===== src/rtl/rom_bcd_arbiter.sv =====
// rom_bcd_arbiter: round-robin sharing of one synchronous ROM between two
// requesters. Each granted read is converted to 3-digit BCD with a
// shift-add-3 engine, one bit per cycle, and is returned through a
// valid/ready handshake tagged with the requester ID.
module rom_bcd_arbiter #(
    parameter int DATA_WIDTH = 8,
    parameter int ADDR_WIDTH = 4
) (
    input  logic                  clk,
    input  logic                  rst,
    input  logic                  req0,
    input  logic [ADDR_WIDTH-1:0] addr0,
    output logic                  ack0,
    input  logic                  req1,
    input  logic [ADDR_WIDTH-1:0] addr1,
    output logic                  ack1,
    output logic [ADDR_WIDTH-1:0] rom_addr,
    input  logic [DATA_WIDTH-1:0] rom_data,
    output logic                  resp_valid,
    input  logic                  resp_ready,
    output logic                  resp_id,
    output logic [ADDR_WIDTH-1:0] resp_addr,
    output logic [DATA_WIDTH-1:0] resp_data,
    output logic [11:0]           resp_bcd,
    output logic                  busy
);

    typedef enum logic [1:0] {
        IDLE,
        READ,
        CONV,
        DONE
    } state_t;

    state_t                  state;
    logic                    last_grant;
    logic [DATA_WIDTH-1:0]   sreg;
    logic [11:0]             acc;
    logic [11:0]             acc_adj;
    logic [DATA_WIDTH+11:0]  shift_next;
    logic [2:0]              bit_cnt;
    logic                    grant_valid;
    logic                    grant_id;

    assign busy = (state != IDLE);

    // Pick a winner: a lone request wins outright, a tie goes to whoever did not win last time.
    always_comb begin
        grant_valid = req0 | req1;
        grant_id    = 1'b0;
        if (req0 && req1) begin
            grant_id = ~last_grant;
        end else if (req1) begin
            grant_id = 1'b1;
        end
    end

    // Digit correction before each shift, then the combined {acc, sreg} shifted left by one.
    always_comb begin
        acc_adj = acc;
        for (int i = 0; i < 3; i++) begin
            if (acc[4*i +: 4] >= 4'd5) begin
                acc_adj[4*i +: 4] = acc[4*i +: 4] + 4'd3;
            end
        end
        shift_next = {acc_adj, sreg} << 1;
    end

    // Main controller: grant, ROM capture, 8-step conversion and response hold.
    always_ff @(posedge clk) begin
        if (rst) begin
            state      <= IDLE;
            ack0       <= 1'b0;
            ack1       <= 1'b0;
            resp_valid <= 1'b0;
            rom_addr   <= '0;
            resp_id    <= 1'b0;
            resp_addr  <= '0;
            resp_data  <= '0;
            resp_bcd   <= '0;
            last_grant <= 1'b1;
            sreg       <= '0;
            acc        <= '0;
            bit_cnt    <= '0;
        end else begin
            ack0 <= 1'b0;
            ack1 <= 1'b0;
            case (state)
                IDLE: begin
                    if (grant_valid) begin
                        rom_addr   <= grant_id ? addr1 : addr0;
                        resp_id    <= grant_id;
                        last_grant <= grant_id;
                        ack0       <= ~grant_id;
                        ack1       <= grant_id;
                        state      <= READ;
                    end
                end
                READ: begin
                    resp_data <= rom_data;
                    resp_addr <= rom_addr;
                    sreg      <= rom_data;
                    acc       <= '0;
                    bit_cnt   <= '0;
                    state     <= CONV;
                end
                CONV: begin
                    acc     <= shift_next[DATA_WIDTH+11:DATA_WIDTH];
                    sreg    <= shift_next[DATA_WIDTH-1:0];
                    bit_cnt <= bit_cnt + 3'd1;
                    if (bit_cnt == 3'd7) begin
                        resp_bcd   <= shift_next[DATA_WIDTH+11:DATA_WIDTH];
                        resp_valid <= 1'b1;
                        state      <= DONE;
                    end
                end
                DONE: begin
                    if (resp_ready) begin
                        resp_valid <= 1'b0;
                        state      <= IDLE;
                    end
                end
                default: begin
                    state <= IDLE;
                end
            endcase
        end
    end

endmodule


===== config.mk =====
export PLATFORM = sky130hd
export DESIGN_NAME = rom_bcd_arbiter
export DESIGN_NICKNAME = d
export VERILOG_FILES = /design/src/rtl/rom_bcd_arbiter.sv
export SDC_FILE = /design/constraint.sdc
export NUM_CORES = 1
export LEC_CHECK = 0
export CAP_MARGIN = 25
export CORE_MARGIN = 1
export CORE_UTILIZATION = 45
export DETAILED_ROUTE_END_ITERATION = 10
export PLACE_DENSITY_LB_ADDON = 0.25
export SETUP_SLACK_MARGIN = 0.1
export SLEW_MARGIN = 0
export SYNTH_ARGS = -nofsm -noshare
export SYNTH_HDL_FRONTEND = slang
export SYNTH_SLANG_ARGS = --single-unit

===== constraint.sdc =====
create_clock -name clk -period 2.3 [get_ports clk]
set_clock_uncertainty 0.1 [all_clocks]
set_input_delay 0.23 -clock clk [delete_from_list [all_inputs] [get_ports clk]]
set_output_delay 0.23 -clock clk [all_outputs]
set_load 0.01 [all_outputs]

==> results, run 1 <==
- The count of different cell masters after synthesis is 34.
- The number of nets in the synthesized netlist is 302.
- The worst pin sits at a relative slew slack of 64.2%.
- The highest fanout seen on the critical path is 6.
- Clock-pin slew was measured on the worst setup and hold paths at 0.06 ns.
- The pin count of the biggest net entering global routing is 32.
- The placed instances occupy a cell area of 0.00312 mm².
- Summed over all cells, the static leakage comes to 1.19 nW.
- The worst register-to-register path begins at state[0]$_SDFFE_PP0P_.
- Among the stages of the critical path, the cell type that occurs most often is sky130_fd_sc_hd__inv_1.
- After detailed routing, the average wire length per cell comes to 13.0 µm.
- Dividing the detail-routed via count by the number of cells gives 5.21.
- The library cell with the highest instance count after synthesis is sky130_fd_sc_hd__dfxtp_1.
- The layout cell share with drive strength beyond 1 is 8.28%.
- At the pin with the least slew margin, the transition time is 0.536 ns.
- Setup repair after global routing left no endpoint under its margin.
- The portion of the post-synthesis area used by sequential elements is 46.0%.
- The total iterations of the first detailed-routing run is 4.
- The largest individual stage delay along the critical path comes from the cell sky130_fd_sc_hd__clkdlybuf4s50_1.
- The fraction of synthesized cell area taken by the top area cell type is 46.0%.
- The count of final max-slew check failures is 0.
- The peak per-stage delay on the critical path is 0.55 ns.
- The area overhead of the layout relative to synthesis is 30.0%.
- In this run, post-CTS hold repair placed 0 buffers.
- Prior to clock tree synthesis, the placed netlist has a worst setup slack of 0.391 ns.
- The total standard cell area after synthesis is 0.00252 mm².
- Broken down by cell family, the worst path's largest delay share belongs to buffers and inverters.
- For this run, the number of Yosys warnings is 0.
- In the routed design, unresolved DRC markers number 0.
- Buffers added to address setup during post-CTS repair amount to 0.
- The clock reaches the later pin of the worst-skew pair after 0.33 ns.
- The overall die width is 76.9 µm.
- Dividing total power by cell area gives a power density of 929 mW/mm².
- Timing would allow up to 485 MHz.
- The detailed placer's ending HPWL is 3.51 mm.
- The area taken by multi-input logic gates is 0.00124 mm².
- The TritonCTS clock tree is built.
- Ranked by instance count, the synthesized netlist is headed by sky130_fd_sc_hd__dfxtp_1, sky130_fd_sc_hd__nor2_1, sky130_fd_sc_hd__mux2i_1, sky130_fd_sc_hd__a211oi_1.
- The commonest register cell after synthesis is sky130_fd_sc_hd__dfxtp_1.
- The clock net sink count is 58.
- The sort of element at the end of the critical path is a primary output.
- In the post-synthesis netlist, the biggest area contributors are sky130_fd_sc_hd__dfxtp_1, sky130_fd_sc_hd__mux2i_1, sky130_fd_sc_hd__ha_1, sky130_fd_sc_hd__nor2_1, sky130_fd_sc_hd__a211oi_1.
- The die height is 76.9 µm.
- Counting flops with an async set or reset pin after synthesis yields a share of 0%.
- The smallest clock period supported by the final layout is computed as 2.06 ns.
- Once the clock tree was built, the resizer swapped 0 gates to a different size.
- Setup violations remaining at the end of the flow were counted as 0.
- The max-cap violation count is 0.
- In the post-route analysis, the smallest setup slack over all paths is 0.239 ns.
- Traced cell by cell, the critical path runs through inv_1 > ha_1 > inv_1 > clkdlybuf4s50_1.
- The worst-case IR drop observed on VDD is 0.629 mV.
- The reg-to-reg endpoint is acc[8]$_SDFFE_PP0P_.
- Together, buffers and inverters on the worst path number 3.
- A synthesized cell averages 9.42 µm².
- At the end of routability-driven placement, the weighted congestion stood at 0.775.
- Across the whole layout, storage elements account for 0.00116 mm².
- The H-tree generated during clock tree synthesis spans 3 levels.
- Detailed routing inserted a total of 2,062 vias.
- The final critical-path share of the clock period is 89.6%.
- The aggregate negative setup slack is 0 ns.
- The number of global-route vias before repair is 1,970.
- The core area is 0.00527 mm².
- No sink is reached through more buffers than the 2 on the longest clock path.
- Synthesis handed over a netlist of 268 instances.
- The initial utilization of the core area, before any placement, comes to 47.9%.
- STA puts the critical path data required time at 1.97 ns.
- The critical path is of the flop to primary output type.
- For this run, the post-layout net count is 358.
- The filler cell count is 474.
- The sort of element at the start of the critical path is a flop.
- Data arrives at the worst endpoint at 1.73 ns.
- The worst hold path terminates at acc[7]$_SDFFE_PP0P_.
- The number of antenna violations at the first check in global routing is 0.
- The antenna diode count is 0.
- The die covers 0.00591 mm².
- The number of cells on the worst reg-to-reg path is 5.
- Global routing consumed, over all layers together, 19.1% of the routing resources.
- The detailed-route wire length is 5.14 mm.
- The number of hold violations in the final report is 0.
- Along the worst hold path, the cell count comes to 2.
- The floorplan has 26 rows.
- In this run the most critical hold path is launched from rst.
- The tightest min-delay check is of the input pin to flop type.
- The largest total area in the synthesized netlist belongs to sky130_fd_sc_hd__dfxtp_1.
- The final design area excluding fillers is 0.00328 mm².
- The number of DRC markers after the initial detailed-route iteration is 66.
- The global-route congestion overflow total is 0.
- The global-route wire length before repair is 8.92 mm.
- The final antenna-violating net count is 0.
- The flow ran to the end, and the final reports show no timing, DRC or antenna violations.
- Counting flops and latches in the post-synthesis netlist gives 58.
- Counting the buffers created by CTS gives 9.
- The cell at the root of the clock tree is sky130_fd_sc_hd__clkbuf_8.
- In this run the count of I/O pins placed on the die edge is 54.
- The setup slack on the worst flop-to-flop path is 0.38 ns.
- The worst hold slack is 0.259 ns.
- Counting flops with a built-in enable in the synthesized netlist gives 0.
- The count of buffers inserted at the top-level ports is 53.
## kinds of logic after synthesis
family / after synthesis / synth area share [%]
flip-flops: 58 / 46.0
XOR/XNOR: 2 / 0.694
buffers and inverters: 30 / 4.71
multiplexers: 29 / 11.6
AO/OA/AOI/OAI: 57 / 15.8
AND/OR/NAND/NOR: 79 / 14.7
adder cells (fa/ha/maj): 13 / 6.44
## routing by layer
metal	up-vias	track usage [%]	wire length, µm
li1	1064	-	-
met1	955	22.7	2520
met2	37	31.1	2350
met3	6	7.86	214
met4	0	6.35	51
met5	-	0	0
## worst reg2reg max path, stage by stage (launching register included)
cell                       delay, ns
sky130_fd_sc_hd__dfxtp_1        0.38
sky130_fd_sc_hd__inv_1          0.10
sky130_fd_sc_hd__ha_1           0.31
sky130_fd_sc_hd__clkinv_1       0.22
sky130_fd_sc_hd__or3_1          0.56
sky130_fd_sc_hd__o32ai_1        0.16
## stage by stage
stage | total power (W) | std cells | utilization [%]
2_1_floorplan | 0.00192 | 268 | -
3_3_place_gp | 0.00226 | 383 | 59.3
3_5_place_dp | 0.00228 | 383 | 59.3
4_1_cts | 0.00308 | 396 | 62.3
5_1_grt | 0.00324 | 396 | 62.3
6_report | 0.00305 | 396 | 62.3
## power by group
part	total [W]	internal, W	switching, W	leakage, nW
Sequential	0.00126	0.00117	0.0000967	0.472
Clock	0.000783	0.000432	0.000351	0.0815
Combinational	0.00100	0.000468	0.000535	0.633
Total	0.00305	0.00207	0.000983	1.19
## sequential cells by signal (all words and copies together), names as in the netlist
register	cells
acc	12
resp_bcd	12
resp_data	8
sreg	8
resp_addr	4
rom_addr	4
bit_cnt	3
state	2
ack0	1
ack1	1
last_grant	1
resp_id	1
resp_valid	1
## worst max-delay path by stage
stage,startpoint,endpoint,slack [ns],cells after the start
floorplan,state[0]$_SDFFE_PP0P_,acc[8]$_SDFFE_PP0P_,0.58,6
global placement,acc[8]$_SDFFE_PP0P_,resp_bcd[10]$_SDFFE_PP0P_,0.49,6
detailed placement,state[0]$_SDFFE_PP0P_,acc[8]$_SDFFE_PP0P_,0.39,5
CTS,state[0]$_SDFFE_PP0P_,busy,0.23,4
global route,state[0]$_SDFFE_PP0P_,busy,0.13,4
finish,state[0]$_SDFFE_PP0P_,busy,0.24,4
## final cells by class
| type | count | area share (%) |
|---|---|---|
| multi-input combinational | 180 | 37.9 |
| sequential | 58 | 35.4 |
| timing repair buffer | 59 | 17.4 |
| clock buffer | 13 | 4.84 |
| tap | 70 | 2.67 |
| inverter | 16 | 1.83 |
## cell usage in the layout (no fill, tap or decap), drive strengths merged, types with 2 or more instances in the layout
| master | count |
|---|---|
| a32oi | 3 |
| nor3 | 5 |
| a21oi | 11 |
| clkbuf | 13 |
| inv | 15 |
| a211oi | 17 |
| nand2b | 3 |
| clkdlybuf4s50 | 52 |
| or2 | 2 |
| nand2 | 10 |
| mux2i | 26 |
| xnor2 | 2 |
| nor4 | 3 |
| nor2 | 42 |
| dfxtp | 58 |
| nor3b | 6 |
| mux2 | 3 |
| o32ai | 7 |
| o21ai | 8 |
| nand3 | 2 |
| a22oi | 2 |
| o31ai | 4 |
| ha | 13 |
| buf | 7 |
| nand3b | 5 |
Note: power is estimated with default switching activity, not from simulation.
==> inputs of run 2 (changes only) <==
--- a/config.mk
+++ b/config.mk
@@ -8,6 +8,7 @@
 export CAP_MARGIN = 25
 export CORE_MARGIN = 1
 export CORE_UTILIZATION = 45
+export CTS_BUF_LIST = sky130_fd_sc_hd__clkbuf_16
 export DETAILED_ROUTE_END_ITERATION = 10
 export PLACE_DENSITY_LB_ADDON = 0.25
 export SETUP_SLACK_MARGIN = 0.1
==> results, run 2 (synthesis results as in run 1) <==
- The run finished with clean final reports.
- The core area is 0.00527 mm².
- The first global-routing pass estimated 9.11 mm of wire.
- The largest registers in the layout are acc (12), resp_bcd (12).
- The count of buffers inserted at the top-level ports is 53.
- Based on the critical path, the design can be clocked at up to 485 MHz.
- The HPWL after detailed placement is 3.51 mm.
- The routed layout has 2,060 vias.
- The average wire per cell in the routed design is 13.3 µm.
- The number of hold violations in the final report is 0.
- The total I/O pin count is 54.
- Across the run, the number of max-cap violations was 0.
- The combined global-route utilization of all metal layers is 19.7%.
- Adding up every negative setup slack in the final design gives 0 ns.
- STA classifies the critical path endpoint as a primary output.
- The final layout contains routed wiring with a total length of 5.27 mm.
- The peak per-stage delay on the critical path is 0.55 ns.
- The maximum vdd drop is 0.629 mV.
- The slowest stage of the critical path is the sky130_fd_sc_hd__clkdlybuf4s50_1 cell.
- The number of antenna violations at the first check in global routing was 0.
- STA puts the critical path data required time at 1.97 ns.
- After layout, the worst path uses 89.6% of the clock period.
- Setup repair after global routing left no endpoint under its margin.
- The number of clock buffers added by TritonCTS is 9.
- The clock edge transition at the registers on the reported setup and hold paths is 0.05 ns.
- Leaving out fill and tap cells, the most frequent cells in the layout are sky130_fd_sc_hd__dfxtp_1, sky130_fd_sc_hd__clkdlybuf4s50_1, sky130_fd_sc_hd__nor2_1.
- For this configuration, the core starts out at a cell density of 47.9%.
- The count of final max-slew check failures came to 0.
- Traced cell by cell, the critical path runs through inv_1 > ha_1 > inv_1 > clkdlybuf4s50_1.
- The data arrival at the endpoint of the critical path is 1.73 ns.
- The fraction of power consumed by the clock network is 32.3%.
- The largest buffer count on any clock path is 2.
- The ratio of total power to cell area is 998 mW/mm².
- The sort of element at the start of the critical path is a flop.
- The reg-to-reg endpoint is acc[8]$_SDFFE_PP0P_.
- The combinational cell fraction of total power is 30.0%.
- At the end of routability-driven placement, the weighted congestion stood at 0.775.
- The depth of the most critical reg-to-reg path is 5.
- The sequential fraction of design power is 37.7%.
- CTS placed an instance of sky130_fd_sc_hd__clkbuf_16 at the clock tree root.
- In this run the remaining antenna-violating nets after routing total 0.
- The post-cts repair resize count is 0.
- In this design, the critical path's most frequently occurring cell is sky130_fd_sc_hd__inv_1.
- Of the cells placed in the final design, the portion with a size suffix greater than 1 is 7.67%.
- The minimum period implied by the final worst setup slack is 2.06 ns.
- The library cell used most frequently in the layout, excluding fill and tap cells, is sky130_fd_sc_hd__dfxtp_1.
- In this run the critical register-to-register path is launched from state[0]$_SDFFE_PP0P_.
- Once the clock tree was built, the setup fixing pass inserted 0 buffers.
- The number of H-tree levels is 3.
- The highest fanout seen on the critical path is 6.
- The number of global-route vias before repair came to 1,967.
- After floorplanning, the core was divided into 26 placement rows.
- The total internal power is 0.00233 W.
- The number of DRC markers after the initial detailed-route iteration is 97.
- The net total in the final layout is 358.
- The static leakage is 1.23 nW.
- The overall die width is 76.9 µm.
- The repair_antennas step left the layout with diodes totalling 0.
- The worst hold path begins at rst.
- Buffers inserted to repair hold after CTS numbered 0.
- The worst hold path endpoint is acc[11]$_SDFFE_PP0P_.
- For this run, the share of the core covered by cells in the final layout is 63.8%.
- Of the total power, the share spent switching nets is 30.7%.
- Setup violations remaining at the end of the flow were counted as 0.
- Counting every sink on the clock net gives 58.
- The TritonCTS clock tree is built.
- The pre-antenna-repair detailed-routing pass consisted of 4 iterations.
- The filler cell count is 460.
- The finished layout holds 396 standard cells, fillers aside.
- The class of the tightest hold or removal check is input pin to flop.
- Dividing the detail-routed via count by the number of cells gives 5.20.
- The worst max-slew margin expressed relative to the limit is 64.6%.
- The critical path start-end classification is flop to primary output.
- The pin count of the biggest net entering global routing is 32.
- The power spent charging and discharging nets is 0.00103 W.
- The die area is 0.00591 mm².
- Clock latency on the worst-skew pair, taken at its later pin, is 0.32 ns.
- The worst hold path passes through 2 cells.
- From bottom edge to top edge, the die measures 76.9 µm.
- At the pin with the least slew margin, the transition time is 0.531 ns.
- The number of instances in the placed design is 383.
- The setup slack on the worst flop-to-flop path is 0.37 ns.
- The area growth from synthesis to layout is 33.3%.
- The global-route congestion overflow total is 0.
- In the routed design, unresolved DRC markers number 0.
run 2: cell types whose count changed in the layout (fill, tap and decap cells not counted), sizes merged:
cell,previous run,this run
clkbuf,13,9
inv,15,17
clkinv,1,3
run 2: per-stage QoR:
step / worst slack, ns / total power (W) / hold slack (ns) / instance area (µm²)
detailed placement: 0.391 / 0.00228 / 0.350 / 3120
global route: 0.150 / 0.00355 / 0.283 / 3360
CTS: 0.240 / 0.00338 / 0.258 / 3360
finish: 0.239 / 0.00336 / 0.270 / 3360
floorplan: 0.582 / 0.00192 / 0.277 / 2520
global placement: 0.486 / 0.00226 / 0.347 / 3120
run 2: layout make-up:
type	instances	area, µm²	area share [%]
Multi-Input combinational cell	180	1240	37.0
Clock buffer	9	225	6.69
Timing Repair Buffer	59	571	17.0
Clock inverter	4	15.0	0.446
Sequential cell	58	1160	34.5
Tap cell	70	87.6	2.60
Inverter	16	60.1	1.79
run 2: worst max-delay path, delay by kind of cell (launching register included):
kind	cells	cell delay [ns]
adder cells (fa/ha/maj)	1	0.28
buffers and inverters	3	0.76
flip-flops	1	0.38
run 2: worst max path at each step:
stage	startpoint	to	cells past startpoint
after floorplan	state[0]$_SDFFE_PP0P_	acc[8]$_SDFFE_PP0P_	6
after global placement	acc[8]$_SDFFE_PP0P_	resp_bcd[10]$_SDFFE_PP0P_	6
after detailed placement	state[0]$_SDFFE_PP0P_	acc[8]$_SDFFE_PP0P_	5
after CTS	state[0]$_SDFFE_PP0P_	busy	4
after global routing	state[0]$_SDFFE_PP0P_	busy	4
final	state[0]$_SDFFE_PP0P_	busy	4
run 2: power by group through the flow:
| stage | clock network (W) | registers (W) | logic (W) |
|---|---|---|---|
| after global placement | 0 | 0.00128 | 0.000980 |
| after CTS | 0.00111 | 0.00127 | 0.00101 |
| after floorplan | 0 | 0.00131 | 0.000611 |
| after detailed placement | 0 | 0.00128 | 0.00100 |
| after global routing | 0.00116 | 0.00128 | 0.00110 |
| final | 0.00108 | 0.00127 | 0.00101 |
run 2: metal layers:
layer  part of all wire (%)  GRT usage (%)  up-vias
li1                       -              -     1063
met1                     47           23.0      949
met2                     47           32.1       41
met3                    4.6           7.86        7
met4                    1.3           7.50        0
met5                      0              0        -
==> inputs of run 3 (changes only) <==
--- a/config.mk
+++ b/config.mk
@@ -6,6 +6,7 @@
 export NUM_CORES = 1
 export LEC_CHECK = 0
 export CAP_MARGIN = 25
+export CORE_ASPECT_RATIO = 1.5
 export CORE_MARGIN = 1
 export CORE_UTILIZATION = 45
 export CTS_BUF_LIST = sky130_fd_sc_hd__clkbuf_16
==> results, run 3 (synthesis results as in run 1) <==
- The flow ran to the end, and the final reports show no timing, DRC or antenna violations.
- In the finished design, the share of the clock period the worst path needs comes to 88.5%.
- The commonest non-fill, non-tap cell in the layout is sky130_fd_sc_hd__dfxtp_1.
- The count of final max-slew check failures is 0.
- For the pin with the worst max-slew slack, the measured transition is 0.525 ns.
- The routed design has 5.24 mm of wire.
- The number of hold violations in the final report came to 0.
- The layout cell share with drive strength beyond 1 is 8.54%.
- Gates resized during post-CTS repair numbered 0.
- The setup violation total in the final timing report is 0.
- The floorplan step defined a die boundary enclosing 0.00592 mm².
- The number of global-route vias before repair is 2,043.
- The total internal power is 0.00234 W.
- The net total in the final layout is 358.
- The clock net sink count is 58.
- Cells fill 61.9% of the core in the end.
- The class of the tightest hold or removal check is input pin to flop.
- The static leakage is 1.24 nW.
- The library cells used most frequently in the layout, excluding fill and tap cells, are sky130_fd_sc_hd__dfxtp_1, sky130_fd_sc_hd__clkdlybuf4s50_1, sky130_fd_sc_hd__nor2_1.
- The ratio of total power to cell area is 1000 mW/mm².
- The sequential fraction of design power is 37.4%.
- Setup repair after global routing left no endpoint under its margin.
- The final design area excluding fillers is 0.00338 mm².
- The required time at the endpoint of the critical path is 1.97 ns.
- The count of buffers inserted at the top-level ports is 53.
- The detailed placer's ending HPWL is 3.66 mm.
- Measured against its own limit, the worst slew margin works out to 65.0%.
- Entering global routing, the biggest net connects 31 pins.
- By startpoint and endpoint, the worst setup path is classified as flop to primary output.
- The total I/O pin count is 54.
- After detailed placement, the total cell area comes to 0.00312 mm².
- The area overhead of the layout relative to synthesis is 33.7%.
- The fraction of power consumed by the clock network is 33.1%.
- The total area inside the core boundary comes to 0.00545 mm².
- The cell sitting at the root of the clock tree is a sky130_fd_sc_hd__clkbuf_16.
- At the end of routability-driven placement, the weighted congestion stood at 0.777.
- The antenna diode count is 0.
- The combinational cell fraction of total power is 29.5%.
- The die is 93.7 µm tall.
- The minimum period implied by the final worst setup slack is 2.04 ns.
- STA puts the critical path data arrival time at 1.71 ns.
- The worst-case IR drop observed on VDD is 0.636 mV.
- The via count is 2,070.
- Setup total negative slack on the finished layout was measured at 0 ns.
- The number of vias per cell is 5.20.
- The floorplan has 33 rows.
- The first global-routing pass estimated 9.00 mm of wire.
- The number of H-tree levels is 3.
- The number of antenna violations at the first check in global routing came to 0.
- The sort of element at the start of the critical path is a flop.
- Once the floorplan was initialized, standard cells occupied 46.3% of the core.
- The highest fanout seen on the critical path is 6.
- The pre-antenna-repair detailed-routing pass consisted of 5 iterations.
- The overall die width is 63.2 µm.
- The max-cap violation count is 0.
- For this block, the initial DRC count from the detailed router was 128.
- The cts-stage hold buffer count is 0.
- Net switching is 30.9% of the power.
- The number of clock buffers inserted by TritonCTS is 9.
- For this run, design rule violations remaining after detail routing come to 0.
- The filler cell count is 487.
- The final antenna-violating net count is 0.
- The fmax is 491 MHz.
- In the global route stage, overall resource usage came out at 19.6%.
- The largest registers in the layout are acc (12), resp_bcd (12).
- Counting along the longest clock path gives a buffer depth of 2.
- The insertion delay of the later-clocked pin in the worst-skew pair is 0.32 ns.
- The sort of element at the end of the critical path is a primary output.
- The analysis attributes to net switching a power of 0.00105 W.
- Clock-pin slew was measured on the worst setup and hold paths at 0.05 ns.
- In the final routed layout, each cell accounts on average for 13.2 µm.
- Global routing finished with a remaining overflow of 0.
- The number of setup buffers added after CTS is 0.
- Across all hold checks on the routed design, the worst slack comes to 0.264 ns.
- TritonCTS built the clock tree.
[run 3: cell count changes in the layout (fill, tap and decap cells not counted), sizes merged]
cell	change
clkinv	+3
inv	-1
[run 3: metal layers]
layer  up-vias  share of wire, %  GRT usage [%]  wire [µm]
met5         -                 0              0          0
met4         0               2.6           11.8        134
met3        12               3.8           4.85        199
met2        53                50           34.2       2630
met1       944                43           21.1       2280
li1       1061                 -              -          -
[run 3: final timing paths]
path              slack (ns)                  start                        end  depth (start not counted)
setup / recovery        0.26  state[0]$_SDFFE_PP0P_                       busy                          4
hold / removal          0.26                    rst  resp_addr[3]$_SDFFE_PP0N_                          2
setup reg to reg        0.38  state[0]$_SDFFE_PP0P_        acc[1]$_SDFFE_PP0P_                          5
hold reg to reg         0.36   resp_id$_SDFFE_PP0P_       resp_id$_SDFFE_PP0P_                          2
[run 3: area by class of cell]
type,count,area [µm²],share of cell area (%)
multi-input cells,180,1240,36.9
flip-flops and latches,58,1160,34.4
repair buffers,59,571,16.9
clock buffers,9,225,6.67
well taps,70,87.6,2.59
inverters,16,60.1,1.78
clock inverters,6,26.3,0.778
[run 3: worst max-delay path, stage by stage, from the launching register on]
cell,delay (ns)
sky130_fd_sc_hd__dfxtp_1,0.37
sky130_fd_sc_hd__inv_1,0.10
sky130_fd_sc_hd__ha_1,0.28
sky130_fd_sc_hd__inv_1,0.10
sky130_fd_sc_hd__clkdlybuf4s50_1,0.53
[run 3: power by group through the flow]
stage	Clock, W	Combinational (W)	Sequential [W]
after floorplan	0	0.000611	0.00131
after global placement	0	0.000983	0.00128
after detailed placement	0	0.00101	0.00128
after CTS	0.00114	0.00101	0.00127
after global routing	0.00118	0.00111	0.00128
final	0.00112	0.000999	0.00127
[run 3: stage by stage]
step                      worst slack (ns)  power (W)  cells
after floorplan                      0.582    0.00192    268
after global placement               0.453    0.00226    383
after detailed placement             0.383    0.00229    383
after CTS                            0.249    0.00342    398
after global routing                 0.188    0.00356    398
final                                0.264    0.00339    398
